### config.mk
export PLATFORM = sky130hd
export DESIGN_NAME = ieee_float_to_int
export DESIGN_NICKNAME = d
export VERILOG_FILES = /design/src/rtl/ieee_float_to_int.sv
export SDC_FILE = /design/constraint.sdc
export NUM_CORES = 1
export LEC_CHECK = 0
export ABC_AREA = 1
export BUFFER_PORTS_ARGS = -buffer_cell sky130_fd_sc_hd__buf_2
export CAP_MARGIN = 20
export CORE_ASPECT_RATIO = 0.6
export CORE_MARGIN = 1.5
export CORE_UTILIZATION = 60
export CTS_CLUSTER_DIAMETER = 60
export DETAILED_ROUTE_END_ITERATION = 7
export PLACE_DENSITY = 0.87
export RECOVER_POWER = 50
export SYNTH_ARGS = -nofsm -noshare
export SYNTH_HDL_FRONTEND = slang
export SYNTH_SLANG_ARGS = --single-unit
### constraint.sdc
create_clock -name clk -period 3.6 [get_ports clk]
set_clock_uncertainty 0.2 [all_clocks]
set_input_delay 0.72 -clock clk [delete_from_list [all_inputs] [get_ports clk]]
set_output_delay 0.72 -clock clk [all_outputs]
set_load 0.05 [all_outputs]
### src/rtl/ieee_float_to_int.sv
// IEEE-754 single-precision to signed 32-bit integer converter.
// Iterative 1-bit-per-cycle alignment, RNE or truncate rounding, valid/ready on both sides.
module ieee_float_to_int #(
  parameter int ROUND_MODE = 0,
  parameter int SHIFT_CAP  = 26
) (
  input  logic        clk,
  input  logic        rst_n,
  input  logic        in_valid,
  output logic        in_ready,
  input  logic [31:0] in_number,
  output logic        out_valid,
  input  logic        out_ready,
  output logic [31:0] out_int,
  output logic        out_invalid,
  output logic        out_inexact
);

  // state | meaning
  // IDLE  | waiting for an input word, in_ready high
  // SHIFT | aligning the significand one bit per cycle
  // ROUND | phase 0 rounds the magnitude, phase 1 applies the sign
  // DONE  | result presented, held until out_ready
  localparam logic [1:0] IDLE  = 2'd0;
  localparam logic [1:0] SHIFT = 2'd1;
  localparam logic [1:0] ROUND = 2'd2;
  localparam logic [1:0] DONE  = 2'd3;

  localparam logic [8:0] CAP = 9'(SHIFT_CAP);
  localparam logic       RNE = (ROUND_MODE == 0);

  logic [1:0]  state;
  logic [56:0] w;
  logic [8:0]  cnt;
  logic        sgn;
  logic        left;
  logic        rnd_phase;
  logic [31:0] mag;

  logic [7:0]  exp_f;
  logic [22:0] frac;
  logic [23:0] sig;
  logic [8:0]  e_unb;
  logic [8:0]  e_neg;
  logic [8:0]  n_load;
  logic        too_big;
  logic [31:0] sat_val;
  logic        g_bit;
  logic        st_bit;
  logic [31:0] m_cur;
  logic        inc;

  always_comb begin
    exp_f   = in_number[30:23];
    frac    = in_number[22:0];
    sig     = {|exp_f, frac};
    e_unb   = {1'b0, exp_f} - 9'd127;
    e_neg   = 9'd0 - e_unb;
    n_load  = e_unb;
    if (e_unb[8]) begin
      n_load = (e_neg > CAP) ? CAP : e_neg;
    end
    too_big = !e_unb[8] && (e_unb >= 9'd31);
    sat_val = in_number[31] ? 32'h8000_0000 : 32'h7FFF_FFFF;
    g_bit   = w[24];
    st_bit  = |w[23:0];
    m_cur   = w[56:25];
    inc     = RNE & g_bit & (st_bit | m_cur[0]);
  end

  assign in_ready  = (state == IDLE);
  assign out_valid = (state == DONE);

  always_ff @(posedge clk or negedge rst_n) begin
    if (!rst_n) begin
      state       <= IDLE;
      w           <= '0;
      cnt         <= '0;
      sgn         <= 1'b0;
      left        <= 1'b0;
      rnd_phase   <= 1'b0;
      mag         <= '0;
      out_int     <= '0;
      out_invalid <= 1'b0;
      out_inexact <= 1'b0;
    end else begin
      case (state)
        IDLE: begin
          if (in_valid) begin
            sgn         <= in_number[31];
            left        <= ~e_unb[8];
            w           <= {31'b0, sig, 2'b0};
            cnt         <= n_load;
            rnd_phase   <= 1'b0;
            out_int     <= '0;
            out_invalid <= 1'b0;
            out_inexact <= 1'b0;
            if (exp_f == 8'hFF) begin
              state       <= DONE;
              out_invalid <= 1'b1;
              out_int     <= (frac != 23'd0) ? 32'h8000_0000 : sat_val;
            end else if (exp_f == 8'h00) begin
              state       <= DONE;
              out_inexact <= |frac;
            end else if (too_big) begin
              state <= DONE;
              // -2^31 is the one representable value at E = 31
              if (in_number == 32'hCF00_0000) begin
                out_int <= 32'h8000_0000;
              end else begin
                out_int     <= sat_val;
                out_invalid <= 1'b1;
              end
            end else begin
              state <= (n_load != 9'd0) ? SHIFT : ROUND;
            end
          end
        end
        SHIFT: begin
          if (left) begin
            w <= {w[55:0], 1'b0};
          end else begin
            w <= {1'b0, w[56:2], w[1] | w[0]};
          end
          cnt <= cnt - 9'd1;
          if (cnt == 9'd1) begin
            state <= ROUND;
          end
        end
        ROUND: begin
          // Increment and negate are split over two cycles to keep the carry chains apart
          if (!rnd_phase) begin
            mag         <= m_cur + {31'b0, inc};
            out_inexact <= g_bit | st_bit;
            rnd_phase   <= 1'b1;
          end else begin
            out_int   <= sgn ? (32'd0 - mag) : mag;
            rnd_phase <= 1'b0;
            state     <= DONE;
          end
        end
        DONE: begin
          if (out_ready) begin
            state <= IDLE;
          end
        end
        default: state <= IDLE;
      endcase
    end
  end

endmodule

-- Yosys cells after proc, flatten, opt, wreduce, memory -nomap -nowiden
Cells that the tools add are included.
- $add $sub $neg: 5
- magnitude comparators: 2
- equal/unequal tests: 11
- mux-type cells: 38
- bitwise operators: 6
- reductions and logical operators: 18
- operators with widths (operator ; number):
    $mux 32 ; 9
    $mux 57 ; 2
    $pmux 57 s2 ; 1
    $pmux 32 s2 ; 1
    $add 32x1->32 ; 1
    $eq 32x32->1 const B ; 1
    $sub 1x32->32 const A ; 1
    $mux 9 ; 3
    $reduce_or 24->1 ; 1
    $reduce_bool 23->1 ; 1
    $reduce_or 23->1 ; 1
    $pmux 9 s2 ; 1
    $mux 2 ; 8
    $mux 1 ; 10
    $eq 9x1->1 const B ; 1
    $ge 9x5->1 const B ; 1
    $gt 9x5->1 const B ; 1
    $reduce_bool 9->1 ; 1
    $sub 1x9->9 const A ; 1
    $sub 8x7->9 const B ; 1
    $sub 9x1->9 const B ; 1
    $eq 8x8->1 const B ; 1
    $logic_not 8->1 ; 1
    $ne 2x2->1 const B ; 4
    other kinds (16) ; 26
- flip-flop bits (word level): 137
- input bits: 36
- output and inout port bits: 36

-- Depth between registers and ports, before layout
Gate-level depths: netlist (run 1).
- depth after elaboration: 12
- gate-level depth with buffers: 21

-- Worst setup path before layout (run 1)
OpenSTA, ideal clock, no wires.
- path type: input-to-reg
- from: input port in_number[23]
- to: register out_int[30]
- data arrival time: 2.378 ns
- data required time: 3.334 ns
- path slack: 0.956 ns
- stages on the path: 15
- path buffers: 2
- path through: buf_4 > inv_1 > ha_1 > inv_1 > nor2_1 > o21ai_0 > nor3_1 > o21ai_2 > nand2_2 > nor3b_4 > nand3_2 > buf_6 > nand2_1 > nand2_1 > nand2_1
- cells in the longest elaborated chain, start to end: 8
- elaborated cells on any way between the ends: 13
- those cells by class: 1 x add/sub; 1 x order compare; 2 x eq/ne; 6 x mux; 3 x reduce/logical
- RTL lines (what ; RTL line ; source):
    from (decl) ; 11 ; input logic [31:0] in_number,
    $sub 8x7->9 ; 57 ; e_unb = {1'b0, exp_f} - 9'd127;
    $ge 9x5->1 or $logic_not 1->1 (tied branches) ; 63 ; too_big = !e_unb[8] && (e_unb >= 9'd31);
    $logic_and 1x1->1 ; 63 ;
    $mux 32 ; 105 ; end else if (too_big) begin
    $mux 32 ; 102 ; end else if (exp_f == 8'h00) begin
    $mux 32 (*) ; 98 ; if (exp_f == 8'hFF) begin
    $mux 32 (*) ; 89 ; if (in_valid) begin
    $pmux 32 s2 (*) ; 87 ; case (state)
    to (signal assigned) ; 101 ; out_int <= (frac != 23'd0) ? 32'h8000_0000 : sat_val;
    to (signal assigned) ; 111 ; out_int <= sat_val;
    to (signal assigned) ; 137 ; out_int <= sgn ? (32'd0 - mag) : mag;
    to (decl) ; 14 ; output logic [31:0] out_int,
Mark *: on every way between the ends. The rest lies on a longest branch, timed or not. The select of a mux whose other input is x is not followed.
A chain may end at the register's enable or synchronous reset.

-- Worst setup path after layout (run 1)
- from: register w[23]
- to: register mag[30]
- cells in the longest elaborated chain, start to end: 4
- RTL lines (what ; RTL line ; source):
    from (decl) ; 33 ; logic [56:0] w;
    from (signal assigned) ; 92 ; w <= {31'b0, sig, 2'b0};
    from (signal assigned) ; 121 ; w <= {w[55:0], 1'b0};
    from (signal assigned) ; 123 ; w <= {1'b0, w[56:2], w[1] | w[0]};
    $reduce_or 24->1 ; 66 ; st_bit = |w[23:0];
    $or 1x1->1 ; 68 ; inc = RNE & g_bit & (st_bit | m_cur[0]);
    $and 1x1->1 ; 68 ;
    $add 32x1->32 ; 133 ; mag <= m_cur + {31'b0, inc};
    to (signal assigned) ; 133 ;
    to (decl) ; 38 ; logic [31:0] mag;
No other way between the ends.

==> results of run 1 <==
-- worst max-delay path, cell delays in order (launching register included) --
cell     delay (ns)
dfrtp_1        0.34
inv_1          0.08
nand4_1        0.10
nor3_1         0.07
nand4_1        0.18
nor2_1         0.06
nor2_1         0.09
ha_1           0.20
ha_1           0.20
nand3_1        0.15
nor3_2         0.24
nand3_2        0.14
inv_1          0.16
nand2_2        0.10
nor2_2         0.15
nand4_1        0.14
nor2_1         0.14
xor2_1         0.17
nand2_1        0.12
o21ai_2        0.09
-- state kept, by name (all words and copies together) (netlist names) --
| register | cells |
|---|---|
| sgn | 1 |
| mag | 32 |
| out_int | 32 |
| out_inexact | 1 |
| rnd_phase | 1 |
| w | 57 |
| cnt | 9 |
| left | 1 |
| state | 2 |
| out_invalid | 1 |
-- placed cells by master, fill, tap and decap left out, drive strengths merged --
cell type / Yosys / final
or4: 1 / 1
nand3: 62 / 62
xor2: 21 / 21
clkinv: 2 / 3
o22ai: 39 / 39
bufinv: 0 / 5
o31ai: 4 / 4
nand3b: 4 / 4
a22oi: 1 / 1
clkinvlp: 0 / 4
o311ai: 2 / 2
nor3: 20 / 20
nor2: 139 / 139
a21oi: 82 / 82
nand4: 21 / 21
xnor2: 1 / 1
a211oi: 1 / 1
clkbuf: 40 / 38
nor4: 11 / 11
or2: 1 / 1
buf: 11 / 65
inv: 149 / 150
o41ai: 1 / 1
nand2: 222 / 222
nor3b: 1 / 1
ha: 14 / 14
o221ai: 12 / 12
dfrtp: 137 / 137
o21ai: 145 / 145
o211ai: 1 / 1
a31oi: 14 / 14
-- final timing paths --
kind / depth (start not counted) / startpoint / endpoint / slack (ns)
min in group asynchronous: 1 / rst_n / cnt[0] / 1.01
worst min register to register: 2 / out_invalid / out_invalid / 0.28
worst max register to register: 19 / w[23] / mag[30] / 0.41
worst max-delay path: 19 / w[23] / mag[30] / 0.41
worst min-delay path: 2 / out_invalid / out_invalid / 0.28
max in group asynchronous: 2 / rst_n / out_int[16] / 0.60
-- power by group through the flow --
stage	Combinational [mW]	Sequential, mW	Clock [mW]
after floorplan	3.25	3.42	0
after global placement	4.84	2.87	0
after detailed placement	4.97	2.90	0
after CTS	5.04	2.90	1.93
after global routing	5.66	3.01	2.01
final	5.09	2.93	1.92
-- stage by stage --
step	hold WS, ns	util (%)
2_1_floorplan	0.224	-
3_5_place_dp	0.268	65.1
3_3_place_gp	0.264	65.1
4_1_cts	0.0556	69.9
6_report	0.284	69.7
5_1_grt	0.313	69.7
-- routing by layer --
| layer | wire length [um] | vias to the layer above | GRT usage (%) |
|---|---|---|---|
| met4 | 232 | 0 | 9.37 |
| li1 | - | 3986 | - |
| met1 | 10600 | 3790 | 47.4 |
| met5 | 0 | - | 0 |
| met3 | 2170 | 25 | 7.11 |
| met2 | 9260 | 441 | 45.2 |
-- cell families (layout without fill, tap and decap cells) --
logic type | Yosys count | after routing
XOR/XNOR | 22 | 22
AND/OR/NAND/NOR | 482 | 482
adder cells (fa/ha/maj) | 14 | 14
buffers and inverters | 202 | 265
flip-flops | 137 | 137
AO/OA/AOI/OAI | 302 | 302
-- cell type report --
type / instances / area, um2 / area share (%)
multi-input combinational: 820 / 4190 / 44.0
sequential: 137 / 3430 / 36.0
clock buffer: 20 / 457 / 4.80
timing repair buffer: 83 / 448 / 4.70
inverter: 151 / 568 / 5.97
clock inverter: 11 / 194 / 2.04
tap: 192 / 240 / 2.52
==> reports/qor.yml, run 1 <==
run_status:
  status: "complete, but fails checks"
  violations: "capacitance limit, slew limit"
sta:
  slew_violations: 49
  tightest_slew_ns: 2.79
  finalWorstSetupSlack_ns: 0.405
  fin_tns_setup_ns: 0
  rsz0062_at_grt: "false"
  fin_crit_sh_pct: 88.7
  finalSetupViolations: 0
  fmax_ghz: 0.313
  hold_viol_final: 0
  slew_headroom_pct: -86.0
  fin_crit_ns: 3.19
floorplanning:
  core_area_mm2: 0.0137
  die-width_um: 156
  initial_core_util_pct: 61.5
  rows: 33
  die_height_um: 94.7
  ios: 72
  dieArea_mm2: 0.0148
routing:
  drc_errors: 0
  wl_per_cell_um: 15.7
  wirelength_um: 22300
  vias: 8242
  dr.pass1.iters: 8
  avgViaCountPerCell: 5.83
  ant_nets: 0
  dr.first_iter.drc_count: 983
global_route:
  grt_pass1_vias: 7343
  grtUsageTotal_pct: 31.5
  antenna_found_initial: 0
  grt_pass1_wl_um: 36600
  grt_overflow: 0
  grt_max_degree: 81
layout:
  diodes: 0
  fin_nets: 1260
  num-fill-cells: 1070
  drive_gt1_share_pct: 11.1
  fin_cells: 1414
  final_area_mm2: 0.00952
  syn2layout_area_growth_pct: 13.2
synth:
  ys_top_cells_by_count: "nand2_1 (216), inv_1 (147), o21ai_0 (140), dfrtp_1 (137), nor2_1 (130)"
  synth_top_family_by_area: "simple AND/OR/NAND/NOR gates"
  netlist_instances: 1159
  synth_edf_count: 0
  synth-xor-area-share_pct: 2.29
  postSynth.asyncResetShare_pct: 100
  synth_top_cell_by_area: "dfrtp_1"
  synth_area_leaders: "dfrtp_1 (41%), nand2_1 (9.6%), o21ai_0 (8.3%)"
  synth_fa_ha_area_share_pct: 2.08
  synth_compound_area_share_pct: 20.1
  syn_area_per_cell_um2: 7.26
  ys_types: 43
  synth-warning-count: 0
  synth_most_common_cell: "nand2_1"
  yosys.area_share.simple_pct: 25.2
  muxShareOfSynthArea_pct: 0
  seq_area_frac_synth_pct: 40.8
  synth_top_cell_area_share_pct: 40.8
  netlist_area_mm2: 0.00841
  synth.net_count: 1209
  synthFlopType: "dfrtp_1"
  synth_seq_cells: 137
power_and_ir_drop:
  finalPower_mw: 9.94
  clkPwrFrac_pct: 19.3
  seqPwrFrac_pct: 29.5
  power_frac_comb_pct: 51.2
  swShare_pct: 49.3
  leakage_nw: 4.40
  switching_power_mw: 4.91
  power_density_mw_per_mm2: 1040
  vdd_drop_max_v: 0.000561
  p_int_mw: 5.04
placement:
  io_buffer_count: 71
  dp_hpwl_um: 15300
  place_inst: 1383
  gp_congestion: 0.947
  preCtsSetupSlack_ns: 0.418
  post_dp_cell_area_mm2: 0.00890
clocking:
  post_cts_resized: 0
  post_cts_buffers: 0
  cts.sinks: 137
  htree_levels: 4
  cts_root_buf: "clkbuf_16"
  cts_tree: "yes"
  clkLatencyLatePin_ns: 0.42
  cts_max_path_buffers: 2
  cts_buffers: 17
  cts_hold_buf: 0
  path_clk_slew_ns: 0.06
flow_run:
  cap_viol_max_count: 1
setup_path:
  cp_data_arrival_time_ns: 3.34
  start_kind: "register"
  worstPathRequired_ns: 3.74
  critPathCaptureType: "register"
  crit_fanout: 3
  crit_type: "reg2reg"
min_path:
  hold_class: "reg2reg"
Power figures use the tool's default switching activity.
==> run 2, diff against run 1 <==
CELL_PAD_IN_SITES_DETAIL_PLACEMENT = 1   (was default)
CELL_PAD_IN_SITES_GLOBAL_PLACEMENT = 1   (was default)
CORE_UTILIZATION = 44   (was 60)
==> reports/qor.yml, run 2 (same netlist as run 1, synthesis figures left out) <==
run_status:
  status: "complete, but fails checks"
  violations: "capacitance limit, slew limit"
setup_path:
  rr_startpoint: "w[1]"
  r2r_cells: 18  # -1
  reg2reg_slack_ns: 0.37  # -0.03 ns
  cp_slowest_stage_delay_ns: 0.41  # +0.07 ns
  path_cells: "nor2_1 -> inv_1 -> nor4_1 -> nand4_1 -> nor2_1 -> nor2_1 -> ha_1 -> ha_1 -> nand3_1 -> nor3_2 -> nand3_2 -> inv_1 -> nand2_2 -> nor2_2 -> nand4_1 -> xor2_1 -> nand2_1 -> o21ai_0"
  cp_data_arrival_time_ns: 3.38  # +0.04 ns
  r2r-end: "mag[26]"
  start_kind: "register"
  crit_fanout: 3  # unchanged
  worstPathRequired_ns: 3.75  # about the same
  crit_type: "reg2reg"
  crit_path_frequent_cell: "nor2_1"
  crit_path_top_delay_cell: "dfrtp_1"
  critPathCaptureType: "register"
layout:
  fin_cells: 1463  # +3.5%
  drive_gt1_share_pct: 11.4  # +0.32 points
  regMostFlops: "w"
  top_regs: "w (57), mag (32), out_int (32)"
  diodes: 0  # unchanged
  largest_reg_flops: 57  # unchanged
  num-fill-cells: 2364  # +120%
  layout_commonest_cell: "nand2_1"
  syn2layout_area_growth_pct: 13.3  # about the same
  layout_common_cells: "nand2_1 (216), inv_1 (147), o21ai_0 (139)"
  fin_nets: 1262  # +0.16%
clocking:
  path_clk_slew_ns: 0.06  # about the same
  cts_tree: "yes"
  cts_root_buf: "clkbuf_16"
  htree_levels: 4  # unchanged
  cts_max_path_buffers: 2  # unchanged
  cts_hold_buf: 0  # unchanged
  post_cts_buffers: 0  # unchanged
  cts_buffers: 17  # unchanged
  clkLatencyLatePin_ns: 0.43  # about the same
  cts.sinks: 137  # unchanged
  post_cts_resized: 0  # unchanged
sta:
  whs_ns: 0.281  # -0.00319 ns
  slew_headroom_pct: -28.4  # +58 points
  hold_viol_final: 0  # unchanged
  tightest_slew_ns: 1.93  # -0.865 ns
  slew_violations: 72  # +47%
  rsz0062_at_grt: "false"
  fin_tns_setup_ns: 0  # unchanged
  fin_crit_sh_pct: 89.7  # +0.92 points
  fmax_ghz: 0.310  # -1.0%
  finalWorstSetupSlack_ns: 0.372  # -0.0331 ns
  finalSetupViolations: 0  # unchanged
  fin_crit_ns: 3.23  # +0.0331 ns
placement:
  place_inst: 1433  # +3.6%
  io_buffer_count: 71  # unchanged
  gp_congestion: 0.870  # -8.1%
  dp_hpwl_um: 19200  # +26%
  preCtsSetupSlack_ns: 0.436  # +0.0174 ns
global_route:
  antenna_found_initial: 0  # unchanged
  gr-usage-met2_pct: 42.5  # -2.7 points
  grtUsageTotal_pct: 28.5  # -3.0 points
  grt_pass1_vias: 8305  # +13%
  grt_overflow: 0  # unchanged
  grt_max_degree: 81  # unchanged
  grt_pass1_wl_um: 44700  # +22%
  met3_usage_pct: 4.50  # -2.6 points
  met1_usage_pct: 43.4  # -4.0 points
  grt.busiest_layer: "met1"
routing:
  dr.pass1.iters: 5  # -3
  vias: 8456  # +2.6%
  wl_per_cell_um: 18.8  # +19%
  wirelength_um: 27400  # +23%
  drc_errors: 0  # unchanged
  dr.first_iter.drc_count: 594  # -40%
  avgViaCountPerCell: 5.78  # -0.84%
  ant_nets: 0  # unchanged
min_path:
  hold_class: "reg2reg"
  whs_endpoint: "out_int[30]"
  hold_depth: 2  # unchanged
  min_from: "out_int[30]"
floorplanning:
  die-width_um: 181  # +16%
  initial_core_util_pct: 45.7  # -16 points
  ios: 72  # unchanged
  die_height_um: 110  # +16%
  dieArea_mm2: 0.0200  # +35%
  rows: 38  # +15%
  core_area_mm2: 0.0184  # +35%
flow_run:
  cap_viol_max_count: 1  # unchanged
power_and_ir_drop:
  power_density_mw_per_mm2: 1060  # +1.8%
  leakage_nw: 4.39  # -0.22%
  vdd_drop_max_v: 0.000477  # -15%
run 2: report_power, final:
part | internal (mW) | total [mW] | switching [mW]
combinational | 1.49 | 5.36 | 3.87
sequential | 2.31 | 2.96 | 0.657
clock | 1.10 | 1.81 | 0.711
total | 4.89 | 10.1 | 5.24
run 2: worst max path at each step:
stage                        from     endpoint  slack (ns)  cells past startpoint
finish                       w[1]      mag[26]        0.37                     18
floorplan           in_number[23]  out_int[30]        0.96                     15
detailed placement  in_number[23]  out_int[26]        0.44                     16
CTS                          w[1]      mag[26]        0.43                     18
global route                rst_n        w[38]        0.11                      2
global placement    in_number[23]  out_int[26]        0.49                     16
run 2: area by class of cell:
cell class              instances  area (um2)  area share, %
clock inverters                12         151           1.59
inverters                     151         568           5.96
multi-input cells             820        4190           44.0
clock buffers                  18         439           4.61
flip-flops and latches        137        3430           36.0
repair buffers                 85         447           4.69
well taps                     240         300           3.15
run 2: per-stage QoR:
step	util [%]	cell area, um2	power [mW]
2_1_floorplan	-	8410	6.67
3_3_place_gp	48.8	8980	7.92
3_5_place_dp	48.8	8980	8.18
4_1_cts	52.0	9570	10.1
5_1_grt	51.8	9530	10.9
6_report	51.8	9530	10.1
run 2: metal layers:
layer / up-vias / share of wire [%]
met3: 27 / 6.1
met2: 271 / 42
met4: 0 / 0.97
li1: 3984 / -
met1: 4174 / 51
met5: - / 0
run 2: critical path: cells and delay by family, from the launching register on:
family          cells  cell delay (ns)
simple gates       12             1.63
fa+ha+maj           2             0.43
flops               1             0.41
xor+xnor            1             0.21
buf+inv             2             0.17
compound gates      1             0.11
